### config.mk
export PLATFORM = sky130hd
export DESIGN_NAME = ps2_host_tx
export DESIGN_NICKNAME = d
export VERILOG_FILES = /design/src/rtl/ps2_pkg.sv /design/src/rtl/ps2_sync_edge.sv /design/src/rtl/ps2_host_tx.sv
export SDC_FILE = /design/constraint.sdc
export NUM_CORES = 1
export LEC_CHECK = 0
export BUFFER_PORTS_ARGS = -buffer_cell sky130_fd_sc_hd__buf_2
export CAP_MARGIN = 20
export CORE_UTILIZATION = 55
export CTS_CLUSTER_DIAMETER = 60
export CTS_CLUSTER_SIZE = 40
export DETAILED_ROUTE_END_ITERATION = 10
export PLACE_DENSITY_LB_ADDON = 0.08
export SYNTH_ARGS = -nofsm -noshare
export SYNTH_HDL_FRONTEND = slang
export SYNTH_SLANG_ARGS = --single-unit
### constraint.sdc
create_clock -name clk -period 2 [get_ports clk]
set_input_delay 0.1 -clock clk [delete_from_list [all_inputs] [get_ports clk]]
set_output_delay 0.1 -clock clk [all_outputs]
set_load 0.01 [all_outputs]
### src/rtl/ps2_pkg.sv
// Shared PS/2 definitions: host transmitter states and keyboard commands.
// Imported by the host transmitter and the keyboard receive path.
package ps2_pkg;

  typedef enum logic [2:0] {
    IDLE,
    INHIBIT,
    REQ,
    DATA,
    PARITY,
    STOP,
    WAIT_IDLE
  } state_t;

  localparam logic [7:0] PS2_CMD_RESET    = 8'hFF;
  localparam logic [7:0] PS2_CMD_SET_LEDS = 8'hED;
  localparam logic [7:0] PS2_CMD_ENABLE   = 8'hF4;

endpackage

### src/rtl/ps2_sync_edge.sv
// Two-flop synchronizers for the PS/2 clock and data pins, plus a
// registered falling-edge strobe on the synchronized clock.
module ps2_sync_edge (
  input  logic clk,
  input  logic reset,
  input  logic ps2_clk,
  input  logic data,
  output logic clk_s,
  output logic data_s,
  output logic fe
);

  logic [2:0] csr;
  logic [1:0] dsr;

  // csr[2] is the edge register; the lines idle high.
  always_ff @(posedge clk) begin
    if (reset) begin
      csr <= 3'b111;
      dsr <= 2'b11;
      fe  <= 1'b0;
    end else begin
      csr <= {csr[1:0], ps2_clk};
      dsr <= {dsr[0], data};
      fe  <= csr[2] & ~csr[1];
    end
  end

  assign clk_s  = csr[1];
  assign data_s = dsr[1];

endmodule

### src/rtl/ps2_host_tx.sv
// PS/2 host-to-device command transmitter with open-drain pin enables.
// Define PS2_HOST_TX_ACK_CHECK_EN to report a missing device ACK as error.
module ps2_host_tx
  import ps2_pkg::*;
#(
  parameter int INHIBIT_CYCLES = 5000,
  parameter int TIMEOUT_CYCLES = 750000
) (
  input  logic       clk,
  input  logic       reset,
  input  logic       start,
  input  logic [7:0] tx_byte,
  input  logic       ps2_clk,
  input  logic       data,
  output logic       ps2_clk_oe,
  output logic       ps2_data_oe,
  output logic       busy,
  output logic       done,
  output logic       error
);

  localparam int IW = $clog2(INHIBIT_CYCLES + 1);
  localparam int TW = $clog2(TIMEOUT_CYCLES + 1);

  state_t        state, state_n;
  logic [8:0]    shreg, shreg_n;
  logic [2:0]    bcnt, bcnt_n;
  logic [IW-1:0] icnt, icnt_n;
  logic [TW-1:0] tcnt, tcnt_n;
  logic          drv, drv_n;
  logic          done_n, error_n;
  logic          clk_s, dat_s, fe;
`ifdef PS2_HOST_TX_ACK_CHECK_EN
  logic          ack, ack_n;
`endif

  ps2_sync_edge u_sync (
    .clk    (clk),
    .reset  (reset),
    .ps2_clk(ps2_clk),
    .data   (data),
    .clk_s  (clk_s),
    .data_s (dat_s),
    .fe     (fe)
  );

  always_ff @(posedge clk) begin
    if (reset) begin
      state <= IDLE;
      shreg <= '0;
      bcnt  <= '0;
      icnt  <= '0;
      tcnt  <= '0;
      drv   <= 1'b0;
      done  <= 1'b0;
      error <= 1'b0;
`ifdef PS2_HOST_TX_ACK_CHECK_EN
      ack   <= 1'b0;
`endif
    end else begin
      state <= state_n;
      shreg <= shreg_n;
      bcnt  <= bcnt_n;
      icnt  <= icnt_n;
      tcnt  <= tcnt_n;
      drv   <= drv_n;
      done  <= done_n;
      error <= error_n;
`ifdef PS2_HOST_TX_ACK_CHECK_EN
      ack   <= ack_n;
`endif
    end
  end

  always_comb begin
    state_n = state;
    shreg_n = shreg;
    bcnt_n  = bcnt;
    icnt_n  = icnt;
    tcnt_n  = tcnt;
    drv_n   = drv;
    done_n  = 1'b0;
    error_n = 1'b0;
`ifdef PS2_HOST_TX_ACK_CHECK_EN
    ack_n   = ack;
`endif
    unique case (state)
      IDLE: begin
        if (start) begin
          shreg_n = {~^tx_byte, tx_byte};
          icnt_n  = '0;
          bcnt_n  = '0;
          state_n = INHIBIT;
        end
      end
      INHIBIT: begin
        if (icnt == IW'(INHIBIT_CYCLES - 1)) begin
          drv_n   = 1'b1;
          state_n = REQ;
        end else begin
          icnt_n = icnt + 1'b1;
        end
      end
      REQ: begin
        if (fe) begin
          drv_n   = ~shreg[0];
          shreg_n = shreg >> 1;
          state_n = DATA;
        end
      end
      DATA: begin
        // shreg[0] is the parity bit once bcnt reaches 7
        if (fe) begin
          drv_n   = ~shreg[0];
          shreg_n = shreg >> 1;
          bcnt_n  = bcnt + 3'd1;
          if (bcnt == 3'd7)
            state_n = PARITY;
        end
      end
      PARITY: begin
        if (fe) begin
          drv_n   = 1'b0;
          state_n = STOP;
        end
      end
      STOP: begin
        if (fe) begin
`ifdef PS2_HOST_TX_ACK_CHECK_EN
          ack_n   = ~dat_s;
`endif
          state_n = WAIT_IDLE;
        end
      end
      WAIT_IDLE: begin
        if (clk_s && dat_s) begin
          state_n = IDLE;
          done_n  = 1'b1;
`ifdef PS2_HOST_TX_ACK_CHECK_EN
          error_n = ~ack;
`else
          error_n = 1'b0;
`endif
        end
      end
      default: state_n = IDLE;
    endcase

    // Device-clock watchdog; an fe on the same cycle always wins.
    if (state_n != state) begin
      tcnt_n = '0;
    end else if (state != IDLE && state != INHIBIT) begin
      if (fe) begin
        tcnt_n = '0;
      end else if (tcnt == TW'(TIMEOUT_CYCLES - 1)) begin
        tcnt_n  = '0;
        state_n = IDLE;
        drv_n   = 1'b0;
        done_n  = 1'b1;
        error_n = 1'b1;
      end else begin
        tcnt_n = tcnt + 1'b1;
      end
    end
  end

  assign ps2_clk_oe  = (state == INHIBIT);
  assign ps2_data_oe = drv;
  assign busy        = (state != IDLE);

endmodule

### Word-level counts from Yosys, hierarchy flattened

Cells that the tools add are included.

| storage, ports and cells | value |
|---|---|
| register bits after elaboration | 57 |
| input bits | 13 |
| output and inout port bits | 5 |
| word-level logic and storage cells | 86 |

| cells by class | value |
|---|---|
| add/subtract/negate cells | 3 |
| equal/unequal tests | 15 |
| mux-type cells | 39 |
| bitwise logic cells | 4 |
| reductions and logical operators | 14 |

Operators by type and width:

| operator | count |
|---|---|
| $mux W3 | 14 |
| $mux W20 | 2 |
| $mux W13 | 2 |
| $pmux W13 S2 | 1 |
| $pmux W3 S7 | 1 |
| $add A20 B1 Y20 const B | 1 |
| $eq A20 B20 Y1 const B | 1 |
| $mux W9 | 2 |
| $pmux W9 S2 | 1 |
| $mux W1 | 14 |
| $add A13 B1 Y13 const B | 1 |
| $eq A13 B13 Y1 const B | 1 |
| $eq A3 B3 Y1 const B | 4 |
| $reduce_and A3 Y1 | 3 |
| $reduce_xnor A8 Y1 | 1 |
| $eq A3 B2 Y1 const B | 2 |
| $pmux W3 S2 | 1 |
| $reduce_bool A2 Y1 | 3 |
| $ne A2 B1 Y1 const B | 2 |
| $ne A2 B2 Y1 const B | 2 |
| $reduce_or A2 Y1 | 2 |
| $reduce_or A4 Y1 | 1 |
| $add A3 B1 Y3 const B | 1 |
| $eq A3 B1 Y1 const B | 1 |
| 8 further kinds | 11 |

### Longest topological paths before layout

Gate-level depths: netlist of run 1.

| logic depth | value |
|---|---|
| depth in word-level cells | 8 |
| depth in mapped cells | 8 |
| depth with buffers taken out | 7 |

### Modules after synthesis

Synthesis of run 1 repeated with hierarchy kept, for this count alone.

| second synthesis, totals | value |
|---|---|
| cell total of the unflattened synthesis | 337 |
| area, all modules | 2837.7 um2 |

Modules (own cells, without submodules):

| module | times used | cells an instance | area each (um2) | sequential area each (um2) |
|---|---|---|---|---|
| ps2_host_tx | 1 | 325 | 2678.8 | 1021.0 |
| ps2_sync_edge | 1 | 12 | 158.9 | 120.1 |

### Worst setup path after synthesis of run 1

Ideal clock, no wire load.

| path | value |
|---|---|
| path kind | reg-to-reg |
| from | register icnt[0] |
| to | register tcnt[3] |
| library setup time | 0.132 ns |
| arrival time | 1.756 ns |
| data required time | 1.868 ns |
| setup slack | 0.112 ns |
| stages on the path, launching flop included | 9 |
| path buffers | 2 |
| clock period less this slack | 1.888 ns |
| path through | dfxtp_1 ha_1 nor2b_1 and4_4 buf_6 a211oi_4 a2bb2oi_4 buf_6 nor3_2 |

| between the ends | value |
|---|---|
| word-level cells in the longest chain between the ends | 5 |

Ends and longest elaborated chain:

| element | RTL line | source |
|---|---|---|
| start, declared | ps2_host_tx.sv:28 | `logic [IW-1:0] icnt, icnt_n;` |
| start signal, assigned | ps2_host_tx.sv:64 | `icnt <= icnt_n;` |
| $eq A13 B13 Y1 | ps2_host_tx.sv:97 | `if (icnt == IW'(INHIBIT_CYCLES - 1)) begin` |
| $mux W3 | ps2_host_tx.sv:97 |  |
| $pmux W3 S7 | ps2_host_tx.sv:87 | `unique case (state)` |
| $ne A3 B3 Y1 | ps2_host_tx.sv:150 | `if (state_n != state) begin` |
| $reduce_or A2 Y1 (no line) | -- |  |
| end signal, assigned | ps2_host_tx.sv:65 | `tcnt <= tcnt_n;` |
| end, declared | ps2_host_tx.sv:29 | `logic [TW-1:0] tcnt, tcnt_n;` |

Every way passes these cells.
A chain may end at the register's enable or synchronous reset.

### Worst setup path after layout of run 1

| path | value |
|---|---|
| from | register tcnt[0] |
| to | register tcnt[2] |

| between the ends | value |
|---|---|
| word-level cells in the longest chain between the ends | 3 |
| elaborated cells on any way between the ends | 4 |
| those cells by class | add/sub: 1; eq/ne: 1; mux: 2 |

Ends and longest elaborated chain:

| element | RTL line | source |
|---|---|---|
| $add A20 B1 Y20 or $eq A20 B20 Y1 (tied branches) | ps2_host_tx.sv:162, ps2_host_tx.sv:155 |  |
| $mux W20 (*) | ps2_host_tx.sv:155 | `end else if (tcnt == TW'(TIMEOUT_CYCLES - 1)) begin` |
| $mux W20 (*) | ps2_host_tx.sv:153 | `if (fe) begin` |

Mark *: on every way between the ends. The rest lies on a longest branch, timed or not.

==> impl_metrics.json, run 1 <==
{
  "dr_total_vias": 2459,
  "final_nets": 385,
  "h-tree-depth": 3,
  "critical_path_class": "flip-flop to flip-flop",
  "cap_violations": 0,
  "numPortBuffers": 17,
  "drcViolationCount": 0,
  "grt_pass1_wl_mm": 10.77,
  "final_cells": 443,
  "clkTransAtPathRegs_ns": 0.07,
  "nFillCells": 447,
  "gp_congestion": 0.8854,
  "synth_compound_area_share_pct": 14.43,
  "drt_iter0_drc": 124,
  "ir_drop_mv": 0.4774,
  "critPathRequiredTime_ns": 2.22,
  "cts_root_buf": "clkbuf_8",
  "synth_edf_count": 0,
  "synth_xor_area_share_pct": 10.01,
  "cts_tree": "done",
  "slew_headroom_pct": 68.11,
  "fmax_mhz": 525.5,
  "post_cts_buffers": 0,
  "antenna_cells": 0,
  "synthMuxAreaShare_pct": 3.637,
  "viasPerCell": 5.551,
  "synthToLayoutAreaGrowth_pct": 15.33,
  "worstSetupStartpointType": "flip-flop",
  "cp.arrival_ns": 2.12,
  "status": "complete, no violations",
  "die_w_um": 76.61,
  "dieArea_um2": 5869,
  "start_util_pct": 58.46,
  "core-area_um2": 5238,
  "die_h_um": 76.61,
  "ios": 18,
  "min_period_over_period_pct": 95.14,
  "seqCellArea_um2": 1144,
  "synth_top_family_by_area": "simple AND/OR/NAND/NOR gates",
  "rr_endpoint": "tcnt[2]$_SDFFE_PP0P_",
  "multiInputGateArea_um2": 1784,
  "syn_inst": 338,
  "report.final.slew_viol_count": 0,
  "antenna_found_initial": 0,
  "placed_cells": 425,
  "syn_nets": 355,
  "hp-class": "primary input to flip-flop",
  "fin_crit_ns": 1.903,
  "drive_gt1_share_pct": 23.59,
  "tns_ns": 0,
  "first_pass_iters": 4,
  "p_leak_uw": 0.001371,
  "crit_end": "tcnt[2]$_SDFFE_PP0P_",
  "rows": 26,
  "hold_viol": 0,
  "cp-end-kind": "flip-flop",
  "insertion_delay_ns": 0.33,
  "path_max_fanout": 16,
  "yosys_register_bits": 57,
  "yosysWarnings": 0,
  "finalWirelength_mm": 6.274,
  "first_global_vias": 2329,
  "synthSimpleGateAreaFrac_pct": 28.08,
  "async_reset_ff_share_pct": 0,
  "utilization_pct": 67.42,
  "crit_path_start": "tcnt[0]$_SDFFE_PP0P_",
  "powerDensity_nw_per_um2": 689.6,
  "skew_ns": 0.01101,
  "cts_buffers": 9,
  "tightest_slew_ns": 0.4784,
  "r2r_start": "tcnt[0]$_SDFFE_PP0P_",
  "cts.path.max_buffers": 2,
  "rsz0062_at_grt": "no",
  "synthesis.area_um2": 3062,
  "ant_nets": 0,
  "r2r_slack_ns": 0.1,
  "ys.flop_type": "dfxtp_1",
  "setup_viol": 0,
  "synth.distinct_cells": 62,
  "drt-wirelength-per-cell_um": 14.16,
  "dpl.hpwl_mm": 4.346,
  "synth_fa_ha_area_share_pct": 1.635,
  "clock-sinks": 57,
  "r2r.worst_path.cells": 8,
  "syn_area_per_cell_um2": 9.058,
  "yosysSeqAreaShare_pct": 37.27,
  "grt_max_degree": 29,
  "grt_use_total_pct": 23.43,
  "grt_overflow_total": 0
}
cells in the final DEF, fill, tap and decap left out, drive strengths merged, types with 2 or more instances in the layout:
cell type / netlist / layout
a211oi: 13 / 13
a21oi: 11 / 11
a22oi: 2 / 2
a2bb2oi: 2 / 2
a41o: 2 / 2
and2: 2 / 2
and3: 8 / 8
and4: 3 / 3
buf: 12 / 37
clkbuf: 8 / 13
clkinv: 0 / 2
dfxtp: 57 / 57
dlygate4sd3: 0 / 2
ha: 4 / 4
inv: 9 / 9
mux2i: 10 / 10
nand2: 20 / 20
nand2b: 2 / 2
nand3: 9 / 9
nand4: 5 / 5
nor2: 42 / 42
nor2b: 4 / 4
nor3: 28 / 28
nor4: 4 / 4
nor4b: 3 / 3
o2111ai: 4 / 4
o211ai: 6 / 6
o21ai: 4 / 4
or2: 8 / 8
or3: 2 / 2
or3b: 2 / 2
or4: 2 / 2
xnor2: 21 / 21
xor2: 14 / 14
flip-flops by register name, indices dropped and copies added (netlist names):
name	cells
bcnt	3
u_sync.csr	3
done	1
icnt	13
error	1
state	3
ps2_data_oe	1
u_sync.dsr	2
u_sync.fe	1
tcnt	20
shreg	9
worst min-delay path by stage:
stage,from,end,slack (ns),cells after the start
finish,tx_byte[4],shreg[4]$_SDFFE_PP0P_,0.14,3
global route,tx_byte[2],shreg[2]$_SDFFE_PP0P_,0.13,3
CTS,tx_byte[1],shreg[1]$_SDFFE_PP0P_,0.12,3
detailed placement,ps2_clk,u_sync.csr[0]$_SDFF_PP1_,0.29,2
global placement,ps2_clk,u_sync.csr[0]$_SDFF_PP1_,0.28,2
floorplan,ps2_clk,u_sync.csr[0]$_SDFF_PP1_,0.20,1
kinds of logic after synthesis:
family | after synthesis
AOI/OAI and AO/OA | 53
xor gates and xnor gates | 35
adders and majority gates | 4
buffers and inverters | 29
DFF | 57
muxes | 11
and+or+nand+nor | 149
what timing repair did:
item	in CTS	in global routing
gates resized for setup	0	5
endpoints found under the hold margin	2	0
hold buffers	2	0
endpoints found under the setup margin	0	30
cells in the mapped netlist, types with 2 or more instances:
master | instances | area (um2)
or3_1 | 2 | 12.51
clkbuf_1 | 7 | 26.28
nand2b_1 | 2 | 12.51
o211ai_1 | 5 | 37.54
a41o_1 | 2 | 20.02
and2_1 | 2 | 12.51
nor3_2 | 12 | 120.1
nor4_1 | 3 | 18.77
mux2i_1 | 10 | 100.1
nor2b_1 | 4 | 25.02
nor3_1 | 16 | 80.08
ha_1 | 4 | 50.05
a21oi_1 | 9 | 45.04
xnor2_1 | 21 | 183.9
and3_1 | 8 | 50.05
or3b_2 | 2 | 17.52
nand3_1 | 9 | 45.04
dfxtp_1 | 57 | 1141
and4_1 | 2 | 17.52
nor2_1 | 42 | 157.7
or2_2 | 7 | 43.79
xor2_1 | 14 | 122.6
nand4_1 | 5 | 31.28
a211oi_1 | 12 | 90.09
inv_1 | 9 | 33.78
a22oi_1 | 2 | 15.01
nand2_1 | 20 | 75.07
buf_4 | 3 | 22.52
buf_6 | 3 | 33.78
o21ai_0 | 4 | 20.02
buf_2 | 6 | 30.03
o2111ai_1 | 4 | 35.03
cell type report:
cell class | count | area share (%)
multi-input cells | 252 | 50.53
flip-flops and latches | 57 | 32.39
repair buffers | 39 | 8.292
clock buffers | 13 | 4.217
well taps | 70 | 2.481
clock inverters | 3 | 1.134
inverters | 9 | 0.9568
per-layer routing:
| layer | share of wire (%) | global-route usage [%] | vias to the layer above | routed length, um |
|---|---|---|---|---|
| met5 | 0 | 0 | - | 0 |
| met4 | 0.48 | 9.615 | 0 | 30 |
| met3 | 2.5 | 5.030 | 2 | 156 |
| met2 | 48 | 38.38 | 30 | 3037 |
| met1 | 49 | 29.80 | 1164 | 3048 |
| li1 | - | - | 1263 | - |
power by group:
group / switching [uW] / internal (uW) / leakage (uW)
Clock: 440 / 607 / 0.0000974
Sequential: 19.8 / 1160 / 0.000464
Combinational: 111 / 94.4 / 0.000810
per-stage QoR:
stage | area (um2) | total power, uW | hold WS [ns] | setup WS [ns]
5_1_grt | 3531 | 2536 | 0.1301 | 0.008958
6_report | 3531 | 2435 | 0.1353 | 0.09718
2_1_floorplan | 3062 | 1343 | 0.2038 | 0.1125
3_3_place_gp | 3304 | 1405 | 0.2847 | 0.07209
4_1_cts | 3513 | 2458 | 0.1207 | 0.02917
3_5_place_dp | 3304 | 1410 | 0.2858 | 0.06263
critical path: stages (launching register included):
cell	delay, ns
dfxtp_1	0.34
ha_1	0.25
nand4bb_1	0.15
nor4b_2	0.24
buf_4	0.18
a41o_1	0.22
a2bb2oi_4	0.16
buf_12	0.17
nor3_1	0.06
No activity file was read; power rests on OpenSTA's default activity.
==> inputs of run 2 (changes only) <==
--- a/config.mk
+++ b/config.mk
@@ -12,6 +12,7 @@
 export CTS_CLUSTER_SIZE = 40
 export DETAILED_ROUTE_END_ITERATION = 10
 export PLACE_DENSITY_LB_ADDON = 0.08
+export SETUP_SLACK_MARGIN = 0.15
 export SYNTH_ARGS = -nofsm -noshare
 export SYNTH_HDL_FRONTEND = slang
 export SYNTH_SLANG_ARGS = --single-unit
==> impl_metrics.json, run 2 (synthesized netlist as in run 1, its figures left out) <==
{
  "die_w_um": 76.61,
  "finalWirelength_mm": 6.669,
  "cp.arrival_ns": 2.04,
  "antenna_cells": 0,
  "drt_iter0_drc": 111,
  "cts_tree": "done",
  "fin_ws_ns": 0.1851,
  "powerDensity_nw_per_um2": 611.2,
  "cp-end-kind": "flip-flop",
  "r2r.worst_path.cells": 7,
  "worstPathCellList": "ha_4, nor2b_1, and4_4, a211oi_4, a2bb2oi_4, clkbuf_16, nor3_2",
  "first_pass_iters": 4,
  "r2r_slack_ns": 0.19,
  "min_period_over_period_pct": 90.74,
  "placed_cell_area_um2": 3336,
  "synthToLayoutAreaGrowth_pct": 22.19,
  "clkTransAtPathRegs_ns": 0.06,
  "rows": 26,
  "grt_max_degree": 28,
  "hold_viol": 0,
  "hp-class": "primary input to flip-flop",
  "power_uw": 2286,
  "grt_pass1_wl_mm": 10.81,
  "nFillCells": 403,
  "cts_root_buf": "clkbuf_8",
  "mostFrequentLayoutCells": "52 x dfxtp_1, 42 x nor2_1, 28 x buf_4, 21 x xnor2_1, 20 x nand2_1",
  "h-tree-depth": 3,
  "critPathRequiredTime_ns": 2.23,
  "reg_top3": "tcnt (20), icnt (13), shreg (9)",
  "clock-sinks": 57,
  "critPathTopFamily": "compound AO/OA/AOI/OAI gates",
  "skew_ns": 0.007627,
  "die_h_um": 76.61,
  "ir_drop_mv": 0.5719,
  "cp_num_buf_inv": 1,
  "largest_register_ffs": 20,
  "pre_cts_slack_ns": 0.1370,
  "ios": 18,
  "critical_path_class": "flip-flop to flip-flop",
  "viasPerCell": 5.635,
  "cts_buffers": 9,
  "final_nets": 399,
  "layout_commonest_cell": "dfxtp_1",
  "worstSetupStartpointType": "flip-flop",
  "dpl.hpwl_mm": 4.406,
  "antenna_found_initial": 0,
  "grt_overflow_total": 0,
  "drive_gt1_share_pct": 29.20,
  "tightest_slew_ns": 0.3775,
  "p_leak_uw": 0.001444,
  "tns_ns": 0,
  "first_global_vias": 2396,
  "insertion_delay_ns": 0.34,
  "start_util_pct": 58.46,
  "fmax_mhz": 551.0,
  "core-area_um2": 5238,
  "gp_congestion": 0.8064,
  "path_depth": 7,
  "numPortBuffers": 17,
  "cap_violations": 0,
  "slew_headroom_pct": 74.50,
  "path_max_fanout": 8,
  "grt_use_total_pct": 23.39,
  "dieArea_um2": 5869,
  "drcViolationCount": 0,
  "dr_total_vias": 2575,
  "largest-register": "tcnt",
  "min_path_cells": 3,
  "final_cell_area_um2": 3741,
  "crit_slowest_cell": "a211oi_4",
  "cts.path.max_buffers": 2,
  "setup_viol": 0,
  "status": "complete, no violations",
  "drt-wirelength-per-cell_um": 14.59,
  "cpPeakStageDelay_ns": 0.38,
  "fin_crit_ns": 1.815,
  "ant_nets": 0,
  "utilization_pct": 71.43,
  "report.final.slew_viol_count": 0,
  "rsz0062_at_grt": "yes"
}
## run 2: cell count changes in the layout (fill, tap and decap cells not counted), sizes merged
cell	before	now
clkinv	2	4
buf	37	50
bufinv	1	0
## run 2: what timing repair did
action,in CTS,in global routing
pin swaps,0,13
endpoints found under the setup margin,3,30
endpoints found under the hold margin,2,0
cloned,0,1
buffers inserted,1,9
hold buffers,2,0
gates resized for setup,2,24
## run 2: routing by layer
metal  share of wire (%)  vias to the layer above  GRT usage [%]
met5                   0                        -              0
met4                 2.0                        0          12.50
met3                 2.5                       11          4.311
met2                  48                       41          38.20
met1                  47                     1231          29.13
li1                    -                     1292              -
## run 2: final cells by class
cell class	count	area [um2]	area share (%)
Sequential cell	57	1150	30.74
Clock buffer	12	135.1	3.612
Tap cell	70	87.58	2.341
Clock inverter	4	20.02	0.5351
Multi-Input combinational cell	252	1892	50.57
Timing Repair Buffer	53	422.9	11.30
Inverter	9	33.78	0.9030
## run 2: final timing paths
path	startpoint	to
setup / recovery	icnt[1]$_SDFFE_PP0P_	tcnt[7]$_SDFFE_PP0P_
hold / removal	tx_byte[3]	shreg[3]$_SDFFE_PP0P_
setup reg to reg	icnt[1]$_SDFFE_PP0P_	tcnt[7]$_SDFFE_PP0P_
hold reg to reg	u_sync.csr[0]$_SDFF_PP1_	u_sync.csr[1]$_SDFF_PP1_
## run 2: through the flow
stage / instances / hold WS, ns
finish: 457 / 0.1294
CTS: 447 / 0.1250
floorplan: 338 / 0.2038
global route: 457 / 0.1458
detailed placement: 428 / 0.2867
global placement: 428 / 0.2856
## run 2: worst reg2reg max path: cells and delay by family, from the launching register on
| kind | cells | cell delay [ns] |
|---|---|---|
| buf+inv | 1 | 0.20 |
| fa+ha+maj | 1 | 0.16 |
| flops | 1 | 0.36 |
| compound gates | 2 | 0.63 |
| simple gates | 3 | 0.35 |
## run 2: where the power goes
part | switching [uW] | internal [uW]
sequential | 19.8 | 1160
combinational | 114 | 105
clock | 444 | 441
==> inputs of run 3 (changes only) <==
--- a/config.mk
+++ b/config.mk
@@ -7,7 +7,9 @@
 export LEC_CHECK = 0
 export BUFFER_PORTS_ARGS = -buffer_cell sky130_fd_sc_hd__buf_2
 export CAP_MARGIN = 20
-export CORE_UTILIZATION = 55
+export CELL_PAD_IN_SITES_DETAIL_PLACEMENT = 1
+export CELL_PAD_IN_SITES_GLOBAL_PLACEMENT = 1
+export CORE_UTILIZATION = 42
 export CTS_CLUSTER_DIAMETER = 60
 export CTS_CLUSTER_SIZE = 40
 export DETAILED_ROUTE_END_ITERATION = 10
==> impl_metrics.json, run 3 (synthesized netlist as in run 1, its figures left out) <==
{
  "dieArea_um2": 7635,
  "worstPathCellList": "ha_4, nand4bb_4, nor4b_4, a41o_1, a2bb2oi_4, clkbuf_16, nor3_2",
  "layout_commonest_cell": "nor2_1",
  "cp.arrival_ns": 2.06,
  "hold_path_end": "shreg[4]$_SDFFE_PP0P_",
  "rr_endpoint": "tcnt[12]$_SDFFE_PP0P_",
  "path_max_fanout": 8,
  "grt_overflow_total": 0,
  "r2r_slack_ns": 0.17,
  "r2r_start": "tcnt[1]$_SDFFE_PP0P_",
  "drive_gt1_share_pct": 36.02,
  "cts_buffers": 9,
  "cp-end-kind": "flip-flop",
  "largest_register_ffs": 20,
  "multiInputGateArea_um2": 1956,
  "hold_path_startpoint": "tx_byte[4]",
  "insertion_delay_ns": 0.34,
  "critPathRequiredTime_ns": 2.23,
  "core-area_um2": 6907,
  "ios": 18,
  "final_cell_area_um2": 3955,
  "rsz0062_at_grt": "yes",
  "min_path_cells": 3,
  "viasPerCell": 5.243,
  "drt-wirelength-per-cell_um": 16.24,
  "antenna_cells": 0,
  "clkPwrFrac_pct": 43.3,
  "grt_max_degree": 29,
  "min_period_over_period_pct": 91.46,
  "final_nets": 409,
  "p_sw_uw": 609.7,
  "seqCellArea_um2": 1171,
  "pre_cts_slack_ns": -0.04891,
  "crit_slowest_cell": "dfxtp_4",
  "first_global_vias": 2574,
  "ir_drop_mv": 0.4943,
  "cts.path.max_buffers": 2,
  "reg_top3": "tcnt (20), icnt (13), shreg (9)",
  "cpPeakStageDelay_ns": 0.37,
  "synthToLayoutAreaGrowth_pct": 29.18,
  "switching_share_pct": 24.61,
  "slew_headroom_pct": 67.52,
  "powerDensity_nw_per_um2": 626.3,
  "start_util_pct": 44.33,
  "r2r.worst_path.cells": 7,
  "gp_congestion": 0.8202,
  "tns_ns": 0,
  "hold_viol": 0,
  "tightest_slew_ns": 0.4872,
  "die_h_um": 87.38,
  "dpl.hpwl_mm": 5.117,
  "p_seq_share_pct": 47.5,
  "p_leak_uw": 0.001517,
  "power_uw": 2477,
  "drt_iter0_drc": 75,
  "finalWirelength_mm": 8.007,
  "fin_crit_ns": 1.829,
  "clock-sinks": 57,
  "numPortBuffers": 17,
  "nFillCells": 834,
  "critical_path_class": "flip-flop to flip-flop",
  "first_pass_iters": 4,
  "crit_path_start": "tcnt[1]$_SDFFE_PP0P_",
  "placed_cells": 454,
  "clkTransAtPathRegs_ns": 0.06,
  "p_int_uw": 1867,
  "worstSetupStartpointType": "flip-flop",
  "status": "complete, no violations",
  "placed_cell_area_um2": 3356,
  "setup_viol": 0,
  "drcViolationCount": 0,
  "dr_total_vias": 2585,
  "largest-register": "tcnt",
  "skew_ns": 0.008033,
  "mostFrequentLayoutCells": "42 x nor2_1, 41 x dfxtp_1, 41 x buf_4, 21 x xnor2_1, 20 x nand2_1",
  "fmax_mhz": 546.7,
  "ant_nets": 0,
  "combPwrFrac_pct": 9.2,
  "antenna_found_initial": 0,
  "fin_ws_ns": 0.1708,
  "die_w_um": 87.38,
  "hp-class": "primary input to flip-flop",
  "grt_pass1_wl_mm": 12.36,
  "cts_root_buf": "clkbuf_8",
  "h-tree-depth": 3,
  "rows": 30,
  "cts_tree": "done",
  "grt_use_total_pct": 21.56,
  "final_cells": 493,
  "cap_violations": 0,
  "report.final.slew_viol_count": 0
}
run 3: what timing repair did:
item                                   4_1_cts  5_1_grt
endpoints found under the hold margin        2        0
resized for setup                            9       38
cloned                                       0        1
hold buffers                                 2        0
buffers inserted                             9       11
setup endpoints to repair                   36       36
pin swaps                                    5       24
run 3: power groups by stage:
stage / registers, uW / clock network [uW] / logic (uW)
floorplan: 1200 / 0 / 144
global placement: 1210 / 0 / 201
detailed placement: 1210 / 0 / 205
CTS: 1180 / 1110 / 224
global route: 1180 / 1170 / 252
finish: 1180 / 1070 / 229
run 3: through the flow:
| stage | hold WS, ns | utilization [%] |
|---|---|---|
| final | 0.1205 | 57.26 |
| after global routing | 0.1287 | 57.26 |
| after CTS | 0.1094 | 53.17 |
| after detailed placement | 0.2877 | 48.59 |
| after global placement | 0.2817 | 48.59 |
| after floorplan | 0.2038 | - |
run 3: per-layer routing:
layer / global-route usage (%) / share of wire, % / wire (um) / vias to the layer above
met4: 6.706 / 1.7 / 133 / 0
li1: - / - / - / 1310
met2: 37.14 / 51 / 4090 / 31
met1: 25.95 / 44 / 3558 / 1233
met3: 5.972 / 2.8 / 223 / 11
met5: 0 / 0 / 0 / -
run 3: worst max path at each step:
stage / endpoint / slack, ns
after global placement: tcnt[15]$_SDFFE_PP0P_ / 0.02
final: tcnt[12]$_SDFFE_PP0P_ / 0.17
after CTS: icnt[9]$_SDFFE_PP0P_ / 0.14
after global routing: tcnt[11]$_SDFFE_PP0P_ / 0.08
after detailed placement: icnt[9]$_SDFFE_PP0P_ / -0.05
after floorplan: tcnt[3]$_SDFFE_PP0P_ / 0.15
run 3: cell type report:
class                   instances  area share (%)
flip-flops and latches         57           29.61
inverters                       9          0.8542
clock buffers                  11           3.575
well taps                      96           3.037
multi-input cells             252           49.45
repair buffers                 63           12.08
clock inverters                 5           1.392
run 3: worst max-delay path, delay by kind of cell (launching register included):
| kind | cells | cell delay [ns] |
|---|---|---|
| AOI/OAI and AO/OA | 2 | 0.48 |
| adders and majority gates | 1 | 0.17 |
| buffers and inverters | 1 | 0.21 |
| DFF | 1 | 0.37 |
| and+or+nand+nor | 3 | 0.48 |
